### src/rtl/wshb_arb_pkg.sv
// Shared types and Wishbone constants for the N-master to 1-slave arbiter.
//
// Contents:
//   arb_state_e  arbiter FSM state
//   CLASSIC, CONST, INCR, END   cycle type identifiers (cti)
//   LINEAR                      burst type identifier (bte)
package wshb_arb_pkg;

   typedef enum logic [1:0] {
      IDLE  = 2'd0,
      BUSY  = 2'd1,
      ABORT = 2'd2
   } arb_state_e;

   localparam logic [2:0] CLASSIC = 3'b000;
   localparam logic [2:0] CONST   = 3'b001;
   localparam logic [2:0] INCR    = 3'b010;
   localparam logic [2:0] END     = 3'b111;

   localparam logic [1:0] LINEAR  = 2'b00;

endpackage

### src/rtl/rr_arbiter.sv
// Combinational round-robin selector.
//
// Ports:
//   req   per-requester request bits
//   last  one-hot previous winner (search starts strictly after it)
//   next  one-hot winner, all-zero when no request is pending
module rr_arbiter
   import wshb_arb_pkg::*;
#(
   parameter int unsigned N = 2
) (
   input  logic [N-1:0] req,
   input  logic [N-1:0] last,
   output logic [N-1:0] next
);

   int unsigned  shamt;
   logic [N-1:0] rot;
   logic [N-1:0] pick;

   always_comb begin
      // Rotation amount puts the slot after 'last' at bit 0.
      shamt = 0;
      for (int unsigned i = 0; i < N; i++) begin
         if (last[i]) shamt = i + 1;
      end

      // Rotate right, take the lowest set bit, rotate back left.
      rot = N'({req, req} >> shamt);

      pick = '0;
      for (int i = int'(N) - 1; i >= 0; i--) begin
         if (rot[i]) begin
            pick    = '0;
            pick[i] = 1'b1;
         end
      end

      next = N'(({pick, pick} << shamt) >> N);
   end

endmodule

### src/rtl/wshb_arbiter.sv
// N-master to 1-slave Wishbone arbiter with round-robin grant held for a whole
// bus cycle and a per-cycle watchdog that terminates a hung slave with err.
//
// Ports:
//   clk, rst                     clock, asynchronous active-low reset
//   m_cyc/m_stb/m_we/m_adr/m_sel/m_dat_ms/m_cti/m_bte   master requests (packed)
//   m_ack/m_err/m_rty            terminations to the granted master only
//   m_dat_sm                     slave read data broadcast to all masters
//   s_*                          single slave port
//   grant                        one-hot current grant, zero when idle
module wshb_arbiter
   import wshb_arb_pkg::*;
#(
   parameter int unsigned N_MASTERS  = 2,
   parameter int unsigned DATA_BYTES = 4,
   parameter int unsigned TIMEOUT    = 1024
) (
   input  logic                              clk,
   input  logic                              rst,
   input  logic [N_MASTERS-1:0]              m_cyc,
   input  logic [N_MASTERS-1:0]              m_stb,
   input  logic [N_MASTERS-1:0]              m_we,
   input  logic [N_MASTERS*32-1:0]           m_adr,
   input  logic [N_MASTERS*DATA_BYTES-1:0]   m_sel,
   input  logic [N_MASTERS*8*DATA_BYTES-1:0] m_dat_ms,
   input  logic [N_MASTERS*3-1:0]            m_cti,
   input  logic [N_MASTERS*2-1:0]            m_bte,
   output logic [N_MASTERS-1:0]              m_ack,
   output logic [N_MASTERS-1:0]              m_err,
   output logic [N_MASTERS-1:0]              m_rty,
   output logic [8*DATA_BYTES-1:0]           m_dat_sm,
   output logic                              s_cyc,
   output logic                              s_stb,
   output logic                              s_we,
   output logic [31:0]                       s_adr,
   output logic [DATA_BYTES-1:0]             s_sel,
   output logic [8*DATA_BYTES-1:0]           s_dat_ms,
   output logic [2:0]                        s_cti,
   output logic [1:0]                        s_bte,
   input  logic                              s_ack,
   input  logic                              s_err,
   input  logic                              s_rty,
   input  logic [8*DATA_BYTES-1:0]           s_dat_sm,
   output logic [N_MASTERS-1:0]              grant
);

   localparam int unsigned DW   = 8 * DATA_BYTES;
   localparam int unsigned CntW = (TIMEOUT > 0) ? $clog2(TIMEOUT + 1) : 1;
   localparam logic [N_MASTERS-1:0] LastInit = {1'b1, {(N_MASTERS-1){1'b0}}};

   arb_state_e           state_q;
   logic [N_MASTERS-1:0] grant_q;
   logic [N_MASTERS-1:0] last_q;
   logic [CntW-1:0]      cnt_q;
   logic [N_MASTERS-1:0] next_grant;

   // Signals of the granted master
   logic            cyc_g, stb_g, we_g;
   logic [31:0]     adr_g;
   logic [DATA_BYTES-1:0] sel_g;
   logic [DW-1:0]   dat_g;
   logic [2:0]      cti_g;
   logic [1:0]      bte_g;

   logic busy;
   logic term;
   logic wd_fire;

   rr_arbiter #(
      .N (N_MASTERS)
   ) u_rr (
      .req  (m_cyc),
      .last (last_q),
      .next (next_grant)
   );

   // AND-OR style mux; grant_q is one-hot or zero, so zero grant yields zeros.
   always_comb begin
      cyc_g = 1'b0;
      stb_g = 1'b0;
      we_g  = 1'b0;
      adr_g = '0;
      sel_g = '0;
      dat_g = '0;
      cti_g = '0;
      bte_g = '0;
      for (int i = 0; i < int'(N_MASTERS); i++) begin
         if (grant_q[i]) begin
            cyc_g = m_cyc[i];
            stb_g = m_stb[i];
            we_g  = m_we[i];
            adr_g = m_adr[32*i +: 32];
            sel_g = m_sel[DATA_BYTES*i +: DATA_BYTES];
            dat_g = m_dat_ms[DW*i +: DW];
            cti_g = m_cti[3*i +: 3];
            bte_g = m_bte[2*i +: 2];
         end
      end
   end

   assign busy = (state_q == BUSY);
   assign term = s_ack | s_err | s_rty;

   // A slave termination on the timeout cycle takes priority over the abort.
   assign wd_fire = (TIMEOUT > 0) && busy && cyc_g && stb_g && !term &&
                    (cnt_q == CntW'(TIMEOUT - 1));

   assign s_cyc    = busy & cyc_g;
   assign s_stb    = busy & stb_g;
   assign s_we     = busy & we_g;
   assign s_adr    = adr_g;
   assign s_sel    = sel_g;
   assign s_dat_ms = dat_g;
   assign s_cti    = cti_g;
   assign s_bte    = bte_g;

   assign m_ack    = busy ? (grant_q & {N_MASTERS{s_ack}})           : '0;
   assign m_err    = busy ? (grant_q & {N_MASTERS{s_err | wd_fire}}) : '0;
   assign m_rty    = busy ? (grant_q & {N_MASTERS{s_rty}})           : '0;
   assign m_dat_sm = s_dat_sm;

   assign grant = grant_q;

   always_ff @(posedge clk or negedge rst) begin
      if (!rst) begin
         state_q <= IDLE;
         grant_q <= '0;
         last_q  <= LastInit;
         cnt_q   <= '0;
      end else begin
         unique case (state_q)
            IDLE: begin
               cnt_q <= '0;
               if (|m_cyc) begin
                  grant_q <= next_grant;
                  last_q  <= next_grant;
                  state_q <= BUSY;
               end
            end
            BUSY: begin
               if (!cyc_g) begin
                  grant_q <= '0;
                  cnt_q   <= '0;
                  state_q <= IDLE;
               end else if (wd_fire) begin
                  // Grant is kept in ABORT so the owner's cyc can be tracked.
                  cnt_q   <= '0;
                  state_q <= ABORT;
               end else if (stb_g && !term) begin
                  cnt_q <= cnt_q + CntW'(1);
               end else begin
                  cnt_q <= '0;
               end
            end
            ABORT: begin
               cnt_q <= '0;
               if (!cyc_g) begin
                  grant_q <= '0;
                  state_q <= IDLE;
               end
            end
            default: begin
               grant_q <= '0;
               cnt_q   <= '0;
               state_q <= IDLE;
            end
         endcase
      end
   end

endmodule

### config.mk
export PLATFORM = sky130hd
export DESIGN_NAME = wshb_arbiter
export DESIGN_NICKNAME = d
export VERILOG_FILES = /design/src/rtl/wshb_arb_pkg.sv /design/src/rtl/rr_arbiter.sv /design/src/rtl/wshb_arbiter.sv
export SDC_FILE = /design/constraint.sdc
export NUM_CORES = 1
export LEC_CHECK = 0
export BUFFER_PORTS_ARGS = -buffer_cell sky130_fd_sc_hd__buf_2
export CAP_MARGIN = 20
export CORE_AREA = 2 2 117 119
export CTS_CLUSTER_DIAMETER = 60
export DETAILED_ROUTE_END_ITERATION = 10
export DIE_AREA = 0 0 119 121
export HOLD_SLACK_MARGIN = 0.12
export PLACE_DENSITY = 0.46
export SYNTH_ARGS = -nofsm -noshare
export SYNTH_HDL_FRONTEND = slang
export SYNTH_SLANG_ARGS = --single-unit
### constraint.sdc
create_clock -name clk -period 5.5 [get_ports clk]
set_clock_uncertainty 0.2 [all_clocks]
set_input_delay 0.55 -clock clk [delete_from_list [all_inputs] [get_ports clk]]
set_output_delay 0.55 -clock clk [all_outputs]
set_load 0.005 [all_outputs]
==> impl_metrics.json <==
{
  "io_buffers": 240,
  "syn-num-nets": 433,
  "ys_ff_latch": 17,
  "synth_top_area_share_pct": 32.00,
  "fin_crit_ps": 3301,
  "ios": 305,
  "fmax_ghz": 0.3030,
  "ys_warn_count": 0,
  "status": "finished clean",
  "synth_cell_types": 40,
  "min_path_type": "register to register",
  "grt_max_degree": 59,
  "first_pass_iters": 4,
  "antenna_found_initial": 1,
  "drive_gt1_share_pct": 58.49,
  "grt_overflow_total": 0,
  "wl_per_cell_um": 20.18,
  "syn_to_final_growth_pct": 59.91,
  "first_global_vias": 2703,
  "dp_hpwl_um": 10360,
  "cts_sinks": 17,
  "cts-root-buf": "clkbuf_16",
  "die_h_um": 121,
  "layout.nets": 630,
  "drt_iter0_markers": 168,
  "clkLatencyLatePin_ps": 250,
  "drc": 0,
  "post-synth-top-area-cell": "a22o_1",
  "cts_tree": "built",
  "power.density_mw_per_mm2": 419.0,
  "rsz0062_at_grt": "false",
  "core-area_mm2": 0.01309,
  "synth_cells": 240,
  "synth_edf_count": 0,
  "vdd_drop_max_mv": 0.1678,
  "ys_seq_area_share_pct": 21.06,
  "drt_wl_total_um": 12370,
  "timing.slew.headroom_pct": 48.33,
  "drv_slew": 0,
  "setup_viol": 0,
  "fin_area_mm2": 0.003239,
  "yosysMostFrequentCell": "a22o_1",
  "worst_pin_slew_ps": 773.4,
  "p_leak_uw": 0.001812,
  "gp_congestion": 0.9294,
  "htree_levels": 1,
  "synth_ff_type": "dfrtp_1",
  "grt_pass1_wl_um": 17060,
  "place_area_mm2": 0.003148,
  "initial_core_util_pct": 15.48,
  "syn_area_mm2": 0.002026,
  "dieArea_mm2": 0.01440,
  "ant_nets": 0,
  "required_ps": 4750,
  "fin_tns_setup_ps": 0,
  "postCtsSetupRepairBufs": 0,
  "path_class": "register to output pin",
  "finalHoldViolCount": 0,
  "syn_area_per_cell_um2": 8.440,
  "start_kind": "register",
  "crit_path_end_kind": "output pin",
  "via_count": 2751,
  "cts_buffers": 3,
  "synth_common_cells": "a22o_1, buf_4, dfrtp_1, nand2_1, clkbuf_1",
  "num-fill-cells": 1463,
  "r2r_slack_ps": 2550,
  "synthTopCellsByArea": "a22o_1, dfrtp_1, buf_4, nand2_1, clkbuf_1",
  "cts_buffer_depth": 2,
  "arrival_ps": 2550,
  "async_flop_share_pct": 100.0,
  "period_share_pct": 60.01,
  "std_cell_rows": 42,
  "cap_violations": 0,
  "die_width_um": 119,
  "clk_pin_slew_ps": 60,
  "via_per_inst": 4.488,
  "grt_usage_pct": 15.74,
  "crit_fanout": 40
}
logic make-up (layout without fill, tap and decap cells):
kind of cell | after synthesis | in the layout | share of synthesized area [%]
buffers and inverters | 56 | 252 | 16.86
xor gates and xnor gates | 8 | 8 | 3.459
other | 0 | 1 | 0
adders and majority gates | 4 | 4 | 2.471
muxes | 1 | 1 | 0.5559
DFF | 17 | 17 | 21.06
and+or+nand+nor | 58 | 58 | 15.20
AOI/OAI and AO/OA | 96 | 96 | 40.40
stage by stage:
| stage | cells | setup slack (ps) | hold WS (ps) | power [µW] | utilization [%] |
|---|---|---|---|---|---|
| finish | 613 | 2199 | 247.5 | 1357 | 24.76 |
| global route | 612 | 1996 | 292.3 | 1454 | 24.74 |
| CTS | 612 | 2160 | 252.6 | 1368 | 24.74 |
| detailed placement | 607 | 2442 | 245.8 | 1206 | 24.06 |
| global placement | 607 | 2525 | 237.2 | 1197 | 24.06 |
| floorplan | 240 | 3101 | 54.41 | 731.6 | - |
repair_timing:
| item | in CTS | in global routing |
|---|---|---|
| endpoints found under the hold margin | 16 | 0 |
| setup endpoints to repair | 0 | 0 |
| resized for setup | 0 | 0 |
| hold buffers | 1 | 0 |
worst max-delay path, stage by stage, from the launching register on:
cell	delay, ps
dfrtp_1	600
nor2b_4	730
buf_4	520
a22o_1	300
buf_2	160
path summary, 6_finish.rpt:
kind | start | endpoint | depth (start not counted)
max | grant[0] | s_cti[1] | 4
min | cnt_q[0] | cnt_q[0] | 1
max reg2reg | grant[0] | state_q[0] | 5
min reg2reg | cnt_q[0] | cnt_q[0] | 1
max in group asynchronous | rst | last_q[1] | 2
min in group asynchronous | rst | state_q[1] | 2
metal layers:
metal / vias to the layer above / share of wire, % / global-route usage, %
met2: 171 / 41 / 22.05
met3: 4 / 11 / 6.814
met1: 1297 / 47 / 23.21
li1: 1279 / - / -
met4: 0 / 0.31 / 0.6696
met5: - / 0 / 0
report_power, final:
part / switching [µW] / internal [µW] / leakage (µW)
sequential: 62.1 / 147 / 0.000226
combinational: 531 / 470 / 0.00155
clock: 49.0 / 98.4 / 0.0000382
state kept, by name (all words and copies together) (netlist names):
name,cells
last_q,2
state_q,2
grant,2
cnt_q,11
final cells by class:
class / instances / area (µm²) / share of cell area (%)
Multi-Input combinational cell: 167 / 1265 / 39.05
Timing Repair Buffer: 243 / 1226 / 37.85
Sequential cell: 17 / 427.9 / 13.21
Tap cell: 176 / 220.2 / 6.798
Clock buffer: 4 / 78.83 / 2.433
Inverter: 5 / 18.77 / 0.5794
Antenna cell: 1 / 2.502 / 0.07725
layout by cell type, fill, tap and decap left out, drive strengths merged, types with 3 or more instances in the layout:
| cell | n |
|---|---|
| clkbuf | 4 |
| nand3 | 5 |
| and3 | 6 |
| buf | 242 |
| o21ai | 5 |
| nor2 | 13 |
| xnor2 | 3 |
| dfrtp | 16 |
| a22o | 74 |
| nor2b | 3 |
| xor2 | 5 |
| a21oi | 5 |
| ha | 4 |
| nand4 | 3 |
| inv | 5 |
| nand2 | 16 |
| and2 | 3 |
Note: power is estimated with default switching activity, not from simulation.
